<file path="src/rtl/break_bits_sequencer_pkg.sv">
// Shared SAT parameters and sequencer state encoding, used by the sequencer and the selector side.
package break_bits_sequencer_pkg;

  localparam int unsigned SAT_MC        = 20;
  localparam int unsigned SAT_NSAT      = 3;
  localparam int unsigned SAT_NSAT_BITS = 2;
  localparam int unsigned SAT_VAR_BITS  = 16;

  typedef enum logic [2:0] {
    IDLE,
    FETCH,
    EMIT,
    DECIDE,
    RESULT
  } seq_state_e;

endpackage

</file>
<file path="src/rtl/break_bits_compute.sv">
// Break-bit and slot-mask generation from occurrence-memory read data.
// With CAND_VALID_MASK_EN defined, invalid candidates emit all-zero bits.
module break_bits_compute
  import break_bits_sequencer_pkg::*;
#(
  parameter int unsigned MC = SAT_MC
) (
  input  logic          active,
  input  logic          cand_ok,
  input  logic [MC-1:0] one_true,
  input  logic [MC-1:0] lit_true,
  input  logic [MC-1:0] occ_valid,
  output logic [MC-1:0] clause_broken,
  output logic [MC-1:0] mask_bits
);

  logic en;

`ifdef CAND_VALID_MASK_EN
  assign en = active & cand_ok;
`else
  logic unused_cand_ok;
  assign unused_cand_ok = cand_ok;
  assign en = active;
`endif

  assign clause_broken = en ? (one_true & lit_true & occ_valid) : '0;
  assign mask_bits     = en ? occ_valid : '0;

endmodule

</file>
<file path="src/rtl/break_bits_sequencer.sv">
// Fetches occurrence data for NSAT flip candidates, streams break bits to the selector
// and returns the chosen variable. Optional feature macro: CAND_VALID_MASK_EN.
module break_bits_sequencer
  import break_bits_sequencer_pkg::*;
#(
  parameter int unsigned MAX_CLAUSES_PER_VARIABLE = SAT_MC,
  parameter int unsigned NSAT                     = SAT_NSAT,
  parameter int unsigned NSAT_BITS                = SAT_NSAT_BITS,
  parameter int unsigned VAR_BITS                 = SAT_VAR_BITS
) (
  input  logic                                clk,
  input  logic                                reset,
  input  logic                                start_i,
  input  logic [NSAT*VAR_BITS-1:0]            cand_vars_i,
  input  logic [NSAT-1:0]                     cand_valid_i,
  output logic                                busy_o,
  output logic                                rd_en_o,
  output logic [VAR_BITS-1:0]                 rd_addr_o,
  input  logic [MAX_CLAUSES_PER_VARIABLE-1:0] rd_one_true_i,
  input  logic [MAX_CLAUSES_PER_VARIABLE-1:0] rd_lit_true_i,
  input  logic [MAX_CLAUSES_PER_VARIABLE-1:0] rd_occ_valid_i,
  output logic [MAX_CLAUSES_PER_VARIABLE-1:0] clause_broken_o,
  output logic [MAX_CLAUSES_PER_VARIABLE-1:0] mask_bits_o,
  output logic [NSAT_BITS-1:0]                wren_o,
  output logic [NSAT-1:0]                     break_values_valid_o,
  input  logic [NSAT_BITS-1:0]                selected_i,
  output logic [VAR_BITS-1:0]                 flip_var_o,
  output logic                                flip_valid_o,
  output logic                                flip_none_o
);

  localparam int unsigned MC = MAX_CLAUSES_PER_VARIABLE;

  typedef logic [NSAT-1:0][VAR_BITS-1:0] cand_t;

  seq_state_e           state_q, state_d;
  logic [NSAT_BITS-1:0] idx_q, idx_d, nxt_idx;
  cand_t                cand_in, cand_q, cand_src;
  logic [NSAT-1:0]      valid_src;
  logic                 cap;
  logic                 emit_q, emit_d, emit_ok_q, emit_ok_d;
  logic                 busy_d, rd_en_d, flip_valid_d, flip_none_d;
  logic [VAR_BITS-1:0]  rd_addr_d, flip_var_d;
  logic [NSAT_BITS-1:0] wren_d;
  logic [NSAT-1:0]      bvv_d;

  assign cand_in = cand_vars_i;

`ifdef CAND_VALID_MASK_EN
  logic [NSAT-1:0] valid_q;

  always_ff @(posedge clk or posedge reset) begin
    if (reset)    valid_q <= '0;
    else if (cap) valid_q <= cand_valid_i;
  end

  assign valid_src = cap ? cand_valid_i : valid_q;
`else
  logic unused_cand_valid;
  assign unused_cand_valid = ^cand_valid_i;
  assign valid_src = '1;
`endif

  // Next state; emission index counts EMIT cycles
  always_comb begin
    state_d = state_q;
    idx_d   = idx_q;
    cap     = 1'b0;
    case (state_q)
      IDLE: begin
        if (start_i) begin
          state_d = FETCH;
          cap     = 1'b1;
        end
      end
      FETCH: begin
        state_d = EMIT;
        idx_d   = '0;
      end
      EMIT: begin
        if (idx_q == NSAT_BITS'(NSAT - 1)) state_d = DECIDE;
        else                               idx_d   = idx_q + 1'b1;
      end
      DECIDE:  state_d = RESULT;
      RESULT:  state_d = IDLE;
      default: state_d = IDLE;
    endcase
  end

  // Outputs are decoded from the next state so they leave the flops cleanly
  always_comb begin
    cand_src     = cap ? cand_in : cand_q;
    nxt_idx      = idx_d + 1'b1;
    busy_d       = (state_d != IDLE);
    rd_en_d      = 1'b0;
    rd_addr_d    = '0;
    wren_d       = '0;
    bvv_d        = '0;
    emit_d       = 1'b0;
    emit_ok_d    = 1'b0;
    flip_valid_d = 1'b0;
    flip_var_d   = '0;
    flip_none_d  = 1'b0;
    if (state_d == FETCH) begin
      rd_en_d   = 1'b1;
      rd_addr_d = cand_src[0];
    end
    if (state_d == EMIT) begin
      emit_d    = 1'b1;
      emit_ok_d = valid_src[idx_d];
      wren_d    = nxt_idx;
      if (idx_d == NSAT_BITS'(NSAT - 1)) begin
        bvv_d = valid_src;
      end else begin
        rd_en_d   = 1'b1;
        rd_addr_d = cand_src[nxt_idx];
      end
    end
    if (state_q == DECIDE) begin
      flip_valid_d = 1'b1;
      if (32'(selected_i) < NSAT) flip_var_d  = cand_q[selected_i];
      else                        flip_none_d = 1'b1;
    end
  end

  always_ff @(posedge clk or posedge reset) begin
    if (reset) begin
      state_q              <= IDLE;
      idx_q                <= '0;
      cand_q               <= '0;
      emit_q               <= 1'b0;
      emit_ok_q            <= 1'b0;
      busy_o               <= 1'b0;
      rd_en_o              <= 1'b0;
      rd_addr_o            <= '0;
      wren_o               <= '0;
      break_values_valid_o <= '0;
      flip_valid_o         <= 1'b0;
      flip_var_o           <= '0;
      flip_none_o          <= 1'b0;
    end else begin
      state_q              <= state_d;
      idx_q                <= idx_d;
      if (cap) cand_q      <= cand_in;
      emit_q               <= emit_d;
      emit_ok_q            <= emit_ok_d;
      busy_o               <= busy_d;
      rd_en_o              <= rd_en_d;
      rd_addr_o            <= rd_addr_d;
      wren_o               <= wren_d;
      break_values_valid_o <= bvv_d;
      flip_valid_o         <= flip_valid_d;
      flip_var_o           <= flip_var_d;
      flip_none_o          <= flip_none_d;
    end
  end

  break_bits_compute #(
    .MC(MC)
  ) u_compute (
    .active        (emit_q),
    .cand_ok       (emit_ok_q),
    .one_true      (rd_one_true_i),
    .lit_true      (rd_lit_true_i),
    .occ_valid     (rd_occ_valid_i),
    .clause_broken (clause_broken_o),
    .mask_bits     (mask_bits_o)
  );

endmodule

</file>
<file path="config.mk">
export PLATFORM = sky130hd
export DESIGN_NAME = break_bits_sequencer
export DESIGN_NICKNAME = d
export VERILOG_FILES = /design/src/rtl/break_bits_sequencer_pkg.sv /design/src/rtl/break_bits_compute.sv /design/src/rtl/break_bits_sequencer.sv
export SDC_FILE = /design/constraint.sdc
export NUM_CORES = 1
export LEC_CHECK = 0
export BUFFER_PORTS_ARGS = -buffer_cell sky130_fd_sc_hd__buf_4
export CAP_MARGIN = 25
export CORE_AREA = 4 4 109 111
export DETAILED_ROUTE_END_ITERATION = 8
export DIE_AREA = 0 0 113 115
export GPL_TIMING_DRIVEN = 0
export MAX_ROUTING_LAYER = met4
export PLACE_DENSITY = 0.75
export SYNTH_ARGS = -nofsm -noshare
export SYNTH_HDL_FRONTEND = slang
export SYNTH_HIERARCHICAL = 1
export SYNTH_SLANG_ARGS = --single-unit
</file>
<file path="constraint.sdc">
create_clock -name clk -period 2.7 [get_ports clk]
set_input_delay 0.135 -clock clk [delete_from_list [all_inputs] [get_ports clk]]
set_output_delay 0.135 -clock clk [all_outputs]
set_load 0.05 [all_outputs]
</file>
==> impl_results.md, run 1 <==
* DR vias at 4536
* Critical Path RT at 2990 ps
* Drt initial violations at 364
* Total CTS buffers at 9
* CTS tree: built
* Initial antenna violation count at 1
* Largest net degree at the start of global routing at 57
* Hold Path Class: in2reg
* DP Worst Slack at -373.0 ps
* Critical path class: reg2reg
* Clock Path Buffers at 2
* Post-layout nets at 838
* Worst Tran Pin Value at 659.7 ps
* Avg WL per Cell at 18.73 um
* Initial Util at 0.4195
* FP Rows at 38
* CTS Sinks at 93
* Area Growth Syn to Fin at 53.03%
* Post-synthesis cell area at 0.004528 mm^2
* Syn nets at 587
* Clock Skews at 13.50 ps
* Max Cap Violations at 0
* Post-Syn Instances at 468
* Placed Area at 0.006167 mm^2
* First-pass GRT wire length at 24.60 mm
* Non-Filler Instances at 865
* Die Span Y at 115 um
* Layout Utilization at 0.6420
* Hold depth at 3
* Post-route ant nets at 0
* Worst rel slew slack at 0.5583
* Worst Path Buf+Inv at 4
* Final hold vios at 0
* Power density cells at 1100 mW/mm^2
* CTS root buffer: clkbuf_8
* # IOs at 197
* Port Buffers at 191
* Minimum clock period at 2587 ps
* Clock H-tree levels at 3
* Clock slew at reported path FFs at 100 ps
* Unrepaired setup endpoints after global routing: false
* Clock network latency to the later pin of the worst-skew pair at 380 ps
* Final Max Slew Viols at 0
* Crit. End Element: register
* Final worst setup slack at 112.6 ps
* Post-route DRC at 0
* Drt via density at 5.244
* YS warnings at 6
* Peak VDD IR at 0.0006603 V
* WP data arrival at 2880 ps
* All-layer global routing usage at 0.2540
* Share of layout cells above drive strength 1 at 0.4047
* Number of global-route vias before repair at 4727
* Max stage delay on crit path at 440 ps
* Avg Cell Area, Syn at 9.675 um^2
* Dpl cells at 800
* CP top delay family: buffers and inverters
* Crit-path slowest cell: dfrtp_1
* DIE AREA at 0.01300 mm^2
* Tightest hold margin at 24.50 ps
* Final setup vio count at 0
* Die width at 113 um
* DP HPWL at 11.55 mm
* Grt total ovfl at 0
* Critical-path cell list: inv_1, ha_1, nor4bb_2, a211o_1, clkinv_2, buf_4, ha_4, nand3b_4, clkbuf_4, o21ai_1
* Largest fanout on the critical path at 10
* Leak at 3.596 nW
* Status: complete, no violations
* Tcrit/Tclk final at 0.9583
* Detailed Route WL at 16.20 mm
* Critical Path Stages at 10
* Routability congestion estimate at 1.019
* Critical Path Start Type: register
* Fmax at 0.3865 GHz
* Core area at 0.01079 mm^2
* Design area at 0.006929 mm^2
* Drt pass-1 iters at 4
* Reg2reg path depth at 10
## routing by layer
metal | up-vias | share of wire | track usage
met5 | - | 0 | -
met2 | 238 | 0.52 | 0.4360
met1 | 2157 | 0.36 | 0.2807
met4 | 0 | 0.046 | 0.1474
met3 | 55 | 0.071 | 0.04000
li1 | 2086 | - | -
## per-stage QoR
stage	total power [mW]	setup TNS (ps)
after floorplan	5.012	0
after detailed placement	6.259	-4071
after global placement	6.142	-80040
after global routing	8.030	0
final	7.620	0
after CTS	7.505	0
## final timing paths
check	slack, ps	start	end
worst max-delay path	110	idx_q[0]$_DFF_PP0_	rd_addr_o[12]$_DFF_PP0_
worst min-delay path	20	start_i	busy_o$_DFF_PP0_
worst min register to register	510	cand_q[24]$_DFF_PP0_	cand_q[24]$_DFF_PP0_
min in group asynchronous	350	reset	flip_var_o[7]$_DFF_PP0_
worst max register to register	110	idx_q[0]$_DFF_PP0_	rd_addr_o[12]$_DFF_PP0_
max in group asynchronous	1720	reset	flip_var_o[15]$_DFF_PP0_
## report_power, final
group          switching (mW)  leakage (nW)  internal (mW)  total [mW]
clock network           0.503         0.126          0.622        1.13
logic                    2.76          2.27           1.51        4.27
registers               0.311          1.20           1.92        2.23
total                    3.57          3.60           4.05        7.62
## flip-flops by register name, summed over array words and instances, names as in the netlist
signal and count:
cand_q 48, flip_var_o 16, rd_addr_o 16, state_q 3, idx_q 2, wren_o 2
break_values_valid_o 1, busy_o 1, emit_q 1, flip_none_o 1, flip_valid_o 1, rd_en_o 1
## worst min-delay path: stages
cell	delay [ps]
buf_4	110
nor3_1	40
nor2_1	70
## cells in the final DEF, fill, tap and decap left out, drive strengths merged
| cell | instances |
|---|---|
| or3b | 1 |
| buf | 219 |
| o21ai | 20 |
| nor3b | 1 |
| nor4bb | 1 |
| nand3b | 1 |
| and3 | 1 |
| a21oi | 18 |
| dfrtp | 93 |
| ha | 3 |
| nand2b | 2 |
| dlygate4sd3 | 47 |
| or4b | 1 |
| and2b | 1 |
| and2 | 21 |
| a22oi | 16 |
| nand2 | 147 |
| a32oi | 16 |
| inv | 6 |
| nor2 | 36 |
| and4 | 20 |
| bufinv | 2 |
| a21boi | 1 |
| clkbuf | 21 |
| a21o | 2 |
| a2bb2oi | 1 |
| nor4b | 1 |
| clkinv | 2 |
| mux2i | 17 |
| diode | 1 |
| nor3 | 3 |
| nor2b | 2 |
| a211o | 1 |
## what timing repair did
action | in CTS | in global routing
hold endpoints to repair | 86 | 0
hold buffers | 47 | 0
endpoints found under the setup margin | 16 | 16
buffers inserted | 1 | 0
resized for setup | 5 | 3
pin swaps | 1 | 0
## cell type report
type	count	area, um^2
plain buffers	34	251.5
well taps	140	175.2
clock inverters	3	65.06
inverters	7	30.03
repair buffers	240	1939
diodes	1	2.502
multi-input cells	334	1959
clock buffers	13	178.9
flip-flops and latches	93	2327
fillers	874	3864
Power figures use the tool's default switching activity.
==> run 2, diff against run 1 <==
- CORE_AREA: 4 4 109 111 -> 4 4 103 105
- DIE_AREA: 0 0 113 115 -> 0 0 107 109
- PLACE_DENSITY: 0.75 -> 0.79
- clock period: 2.7 -> 2.4 ns (I/O delays scaled with it)
==> impl_results.md, run 2 (synthesis gave the netlist of run 1 again) <==
* Status: complete, no violations
* CTS Sinks at 93 (unchanged)
* Largest fanout on the critical path at 9 (-1)
* Routability congestion estimate at 0.9021 (-11%)
* DP HPWL at 11.23 mm (-2.8%)
* Max reg flops at 48 (unchanged)
* Crit-path slowest cell: dfrtp_1
* DIE AREA at 0.01166 mm^2 (-10%)
* Final hold vios at 0 (unchanged)
* Worst Path Buf+Inv at 3 (-1)
* Area Growth Syn to Fin at 54.68%
* Leak at 3.626 nW (+0.84%)
* Clock slew at reported path FFs at 90 ps (about the same)
* Fmax at 0.4342 GHz (+12%)
* Worst rel slew slack at 0.5622 (+0.003806)
* Register share of total power at 0.291 (about the same)
* Hold depth at 3 (unchanged)
* R2r endpoint: rd_addr_o[0]$_DFF_PP0_
* Internal power at 4.566 mW (+13%)
* Tcrit/Tclk final at 0.9596 (+0.001280)
* CP dominant cell by count: buf_6
* Clock H-tree levels at 3 (unchanged)
* Die Span Y at 109 um (-5.2%)
* Placed Area at 0.006172 mm^2 (about the same)
* Critical Path Stages at 9 (-1)
* Minimum clock period at 2303 ps (-284.4 ps)
* WP data arrival at 2590 ps (-290 ps)
* Area of the multi-input gates at 0.001981 mm^2 (+1.1%)
* Switching Share at 0.4730 (+0.004200)
* Setup tns final at 0 ps (unchanged)
* Drt initial violations at 491 (+35%)
* Max stage delay on crit path at 430 ps (about the same)
* Most common cell after layout, fill and taps aside: buf_4
* Number of global-route vias before repair at 4777 (+1.1%)
* FP Rows at 36 (-5.3%)
* Die width at 107 um (-5.3%)
* First-pass GRT wire length at 24.86 mm (+1.1%)
* Critical Path RT at 2680 ps (-310 ps)
* Critical path class: reg2reg
* All-layer global routing usage at 0.2876 (+0.03363)
* Port Buffers at 191 (unchanged)
* Grt total ovfl at 0 (unchanged)
* Fillcell total at 733 (-16%)
* CTS root buffer: clkbuf_8
* CTS tree: built
* Worst Tran Pin Value at 654.0 ps (-5.685 ps)
* Clock Path Buffers at 2 (unchanged)
* ANT cells at 0 (-1)
* Clock Skews at 13.19 ps (-0.3106 ps)
* Final Max Slew Viols at 0 (unchanged)
* Reg2reg path depth at 9 (-1)
* CP top delay family: compound AO/OA/AOI/OAI gates
* Critical Path Start Type: register
* Initial Util at 0.4698 (+0.05021)
* Crit. End Element: register
* Core area at 0.009639 mm^2 (-11%)
* Initial antenna violation count at 0 (-1)
* Psw at 4.099 mW (+15%)
* Reg2Reg Setup Slack at 100 ps (-20 ps)
* Post-route ant nets at 0 (unchanged)
* Hold Path Sink: cand_q[28]$_DFF_PP0_
* DR vias at 4711 (+3.9%)
* Largest net degree at the start of global routing at 44 (-23%)
* Total CTS buffers at 9 (unchanged)
* Peak VDD IR at 0.0006592 V (-0.16%)
* Top reg by flops: cand_q
* Final setup vio count at 0 (unchanged)
* Layout Utilization at 0.7266 (+0.08462)
* Clock Power Share at 0.129 (-0.019)
* Share of layout cells above drive strength 1 at 0.4147 (+0.01004)
* R2R Path Start: state_q[1]$_DFF_PP0_
* Hold Path Class: in2reg
* Power density cells at 1237 mW/mm^2 (+12%)
* Critical-path cell list: buf_6, buf_4, a2bb2oi_1, o21ai_0, ha_4, nor3_4, buf_6, a32oi_1, o21ai_1
* Logic gate share of total power at 0.580 (+0.020)
* Post-route DRC at 0 (unchanged)
* FF/Latch Area at 0.002327 mm^2 (unchanged)
* Post-layout nets at 847 (+1.1%)
* Final worst setup slack at 97.02 ps (-15.58 ps)
* Hold_sp: cand_vars_i[28]
* # IOs at 197 (unchanged)
* Commonest non-fill, non-tap cells in the layout: 205 x buf_4, 116 x nand2_1, 93 x dfrtp_1, 47 x dlygate4sd3_1, 36 x nor2_1
* DP Worst Slack at -582.8 ps (-209.9 ps)
* Clock network latency to the later pin of the worst-skew pair at 370 ps (about the same)
* Unrepaired setup endpoints after global routing: false
* Avg WL per Cell at 19.06 um (+1.8%)
* Detailed Route WL at 16.50 mm (+1.9%)
* Drt via density at 5.440 (+3.7%)
* Max Cap Violations at 0 (unchanged)
* Drt pass-1 iters at 8 (+4)
* Biggest regs: cand_q (48), flip_var_o (16), rd_addr_o (16)
* Design area at 0.007004 mm^2 (+1.1%)
## run 2: what timing repair did
| action | in CTS | in global routing |
|---|---|---|
| buffers inserted | 4 | 5 |
| hold buffers | 47 | 0 |
| gates resized for setup | 18 | 4 |
| setup endpoints to repair | 17 | 16 |
| endpoints found under the hold margin | 59 | 0 |
| cloned | 1 | 0 |
| pin swaps | 3 | 3 |
## run 2: worst max path at each step
stage / start / end
after global placement: idx_q[0]$_DFF_PP0_ / rd_addr_o[6]$_DFF_PP0_
final: state_q[1]$_DFF_PP0_ / rd_addr_o[0]$_DFF_PP0_
after floorplan: idx_q[0]$_DFF_PP0_ / rd_addr_o[4]$_DFF_PP0_
after detailed placement: idx_q[0]$_DFF_PP0_ / rd_addr_o[8]$_DFF_PP0_
after global routing: state_q[1]$_DFF_PP0_ / rd_addr_o[7]$_DFF_PP0_
after CTS: idx_q[1]$_DFF_PP0_ / rd_addr_o[8]$_DFF_PP0_
## run 2: metrics by stage
step	power [mW]	cells	hold slack [ps]
2_1_floorplan	5.637	468	225.4
3_3_place_gp	6.899	792	323.6
3_5_place_dp	7.009	794	107.9
4_1_cts	8.496	862	3.381
5_1_grt	9.101	866	12.46
6_report	8.665	866	5.296
## run 2: worst reg2reg max path: cells and delay by family (launching register included)
kind | cells | cell delay [ps]
AOI/OAI and AO/OA | 4 | 760
DFF | 1 | 430
adders and majority gates | 1 | 300
and+or+nand+nor | 1 | 250
buffers and inverters | 3 | 490
## run 2: cell type report
cell class / instances / area share
Timing Repair Buffer: 250 / 0.2894
Clock inverter: 3 / 0.006074
Buffer: 33 / 0.03662
Clock buffer: 13 / 0.02412
Tap cell: 133 / 0.02376
Sequential cell: 93 / 0.3323
Inverter: 7 / 0.005002
Multi-Input combinational cell: 334 / 0.2828
## run 2: power by group through the flow
| stage | sequential [mW] | combinational, mW | clock [mW] |
|---|---|---|---|
| after detailed placement | 2.52 | 4.49 | 0 |
| after CTS | 2.49 | 4.89 | 1.11 |
| after global placement | 2.49 | 4.41 | 0 |
| after floorplan | 2.95 | 2.69 | 0 |
| final | 2.52 | 5.03 | 1.12 |
| after global routing | 2.57 | 5.35 | 1.18 |
## run 2: routing by layer
layer	up-vias	wire length (um)	GRT usage
met1	2242	5822	0.3160
met5	-	0	-
met4	0	705	0.1361
met3	66	1328	0.05269
met2	292	8645	0.5076
li1	2111	-	-
==> run 3, diff against run 2 <==
- CORE_AREA: 4 4 103 105 -> 4 4 109 111
- DIE_AREA: 0 0 107 109 -> 0 0 113 115
- PLACE_DENSITY: 0.79 -> 0.75
- clock period: 2.4 -> 2 ns (I/O delays scaled with it)
==> impl_results.md, run 3 (synthesis gave the netlist of run 1 again) <==
* Die width at 113 um (+5.6%)
* Routability congestion estimate at 0.9829 (+9.0%)
* Initial Util at 0.4195 (-0.05021)
* Tcrit/Tclk final at 1.081 (+0.1210)
* # IOs at 197 (unchanged)
* Largest net degree at the start of global routing at 42 (-4.5%)
* Worst Tran Pin Value at 524.8 ps (-129.2 ps)
* Largest fanout on the critical path at 5 (-4)
* Number of global-route vias before repair at 4608 (-3.5%)
* Final worst setup slack at -161.1 ps (-258.1 ps)
* Drt pass-1 iters at 6 (-2)
* Area Growth Syn to Fin at 56.92%
* Clock Skews at 11.09 ps (-2.098 ps)
* Clock H-tree levels at 3 (unchanged)
* Core area at 0.01079 mm^2 (+12%)
* Commonest non-fill, non-tap cells in the layout: 213 x buf_4, 116 x nand2_1, 93 x dfrtp_1, 50 x dlygate4sd3_1, 36 x nor2_1
* Die Span Y at 115 um (+5.5%)
* GR Util met1 at 0.2745 (-0.04146)
* CTS Sinks at 93 (unchanged)
* Critical path class: reg2reg
* Max stage delay on crit path at 410 ps (-20 ps)
* Final Max Slew Viols at 0 (unchanged)
* Initial antenna violation count at 0 (unchanged)
* Detailed Route WL at 15.56 mm (-5.7%)
* Unrepaired setup endpoints after global routing: true
* Grt total ovfl at 0 (unchanged)
* Crit-path slowest cell: dfrtp_1
* Max Cap Violations at 0 (unchanged)
* Port Buffers at 191 (unchanged)
* CTS tree: built
* DR vias at 4575 (-2.9%)
* DIE AREA at 0.01300 mm^2 (+11%)
* Most common cell after layout, fill and taps aside: buf_4
* Failing checks: setup timing
* Share of layout cells above drive strength 1 at 0.4261 (+0.01134)
* WP data arrival at 2440 ps (-150 ps)
* Clock network latency to the later pin of the worst-skew pair at 370 ps (about the same)
* Fmax at 0.4627 GHz (+6.6%)
* Leak at 3.680 nW (+1.5%)
* Busiest grt layer: met2
* Clock slew at reported path FFs at 100 ps (about the same)
* Post-route DRC at 0 (unchanged)
* CTS root buffer: clkbuf_8
* First-pass GRT wire length at 23.83 mm (-4.1%)
* Peak VDD IR at 0.0008145 V (+24%)
* DP HPWL at 11.03 mm (-1.7%)
* Critical-path cell list: inv_2, ha_4, nor4bb_4, a211o_1, clkinv_4, ha_4, nor3_4, buf_6, a32oi_2, o21ai_1
* Biggest regs: cand_q (48), flip_var_o (16), rd_addr_o (16)
* Top reg by flops: cand_q
* Final setup vio count at 16 (+16)
* Drt initial violations at 288 (-41%)
* Post-route ant nets at 0 (unchanged)
* Clock Path Buffers at 2 (unchanged)
* GRT met3 Usage at 0.03526 (-0.01743)
* Placed Area at 0.006228 mm^2 (+0.91%)
* Drt via density at 5.169 (-5.0%)
* Reg2Reg Setup Slack at -160 ps (-260 ps)
* Status: finished, violations left
* Hold Path Class: in2reg
* Post-layout nets at 858 (+1.3%)
* Design area at 0.007106 mm^2 (+1.4%)
* Setup tns final at -1658 ps (-1658 ps)
* FP Rows at 38 (+5.6%)
* Minimum clock period at 2161 ps (-141.9 ps)
* Crit. End Element: register
* All-layer global routing usage at 0.2429 (-0.04473)
* Avg WL per Cell at 17.58 um (-7.8%)
* Power density cells at 1455 mW/mm^2 (+18%)
* Final hold vios at 0 (unchanged)
* Met2 Use GR at 0.4250 (-0.08268)
* Critical Path RT at 2280 ps (-400 ps)
* Total CTS buffers at 9 (unchanged)
* Worst rel slew slack at 0.6501 (+0.08797)
* Critical Path Start Type: register
* Max reg flops at 48 (unchanged)
* CP dominant cell by count: ha_4
run 3: cell count changes in the layout (fill, tap and decap cells not counted), sizes merged:
cell         delta
buf             +7
diode           +1
clkbuf          -3
clkinv          +2
dlygate4sd3     +3
inv             +3
bufinv          -1
run 3: final cells by class:
type,instances,area (um^2)
Timing Repair Buffer,261,2126
Tap cell,140,175.2
Fill cell,859,3687
Clock buffer,9,123.9
Clock inverter,7,56.30
Buffer,33,267.8
Sequential cell,93,2327
Multi-Input combinational cell,334,1992
Inverter,7,35.03
Antenna cell,1,2.502
run 3: final timing paths:
kind / to / cells past startpoint / startpoint
worst max-delay path: rd_addr_o[7]$_DFF_PP0_ / 10 / idx_q[1]$_DFF_PP0_
worst min-delay path: flip_var_o[15]$_DFF_PP0_ / 4 / selected_i[0]
worst max register to register: rd_addr_o[7]$_DFF_PP0_ / 10 / idx_q[1]$_DFF_PP0_
worst min register to register: cand_q[30]$_DFF_PP0_ / 2 / cand_q[30]$_DFF_PP0_
max in group asynchronous: cand_q[1]$_DFF_PP0_ / 4 / reset
min in group asynchronous: flip_var_o[7]$_DFF_PP0_ / 3 / reset
run 3: where the power goes:
part	internal, mW	switching [mW]
Clock	0.467	0.707
Combinational	2.35	3.81
Sequential	2.59	0.408
run 3: metrics by stage:
| stage | power [mW] | instances | util | hold slack, ps | setup WS, ps |
|---|---|---|---|---|---|
| 6_report | 10.34 | 885 | 0.6584 | 268.7 | -161.1 |
| 5_1_grt | 10.93 | 884 | 0.6581 | 292.9 | -229.2 |
| 4_1_cts | 10.23 | 883 | 0.6552 | 256.2 | -143.3 |
| 3_5_place_dp | 8.616 | 801 | 0.5771 | 119.5 | -542.1 |
| 3_3_place_gp | 8.469 | 799 | 0.5734 | 304.1 | -484.0 |
| 2_1_floorplan | 6.930 | 468 | - | 205.4 | -52.53 |
run 3: critical path, delay by kind of cell, from the launching register on:
family                   cells  cell delay, ps
AO/OA/AOI/OAI                3             540
flip-flops                   1             410
adder cells (fa/ha/maj)      2             370
AND/OR/NAND/NOR              2             410
buffers and inverters        3             330
run 3: per-layer routing:
| metal | routed length (um) | vias to the layer above | share of wire |
|---|---|---|---|
| li1 | - | 2126 | - |
| met1 | 5919 | 2164 | 0.38 |
| met2 | 7972 | 237 | 0.51 |
| met3 | 1092 | 48 | 0.070 |
| met4 | 571 | 0 | 0.037 |
| met5 | 0 | - | 0 |
run 3: repair_timing:
action | 4_1_cts | 5_1_grt
endpoints found under the setup margin | 22 | 34
cloned | 1 | 0
buffers inserted | 16 | 1
hold endpoints to repair | 76 | 0
hold buffers | 50 | 0
pin swaps | 8 | 5
gates resized for setup | 10 | 7
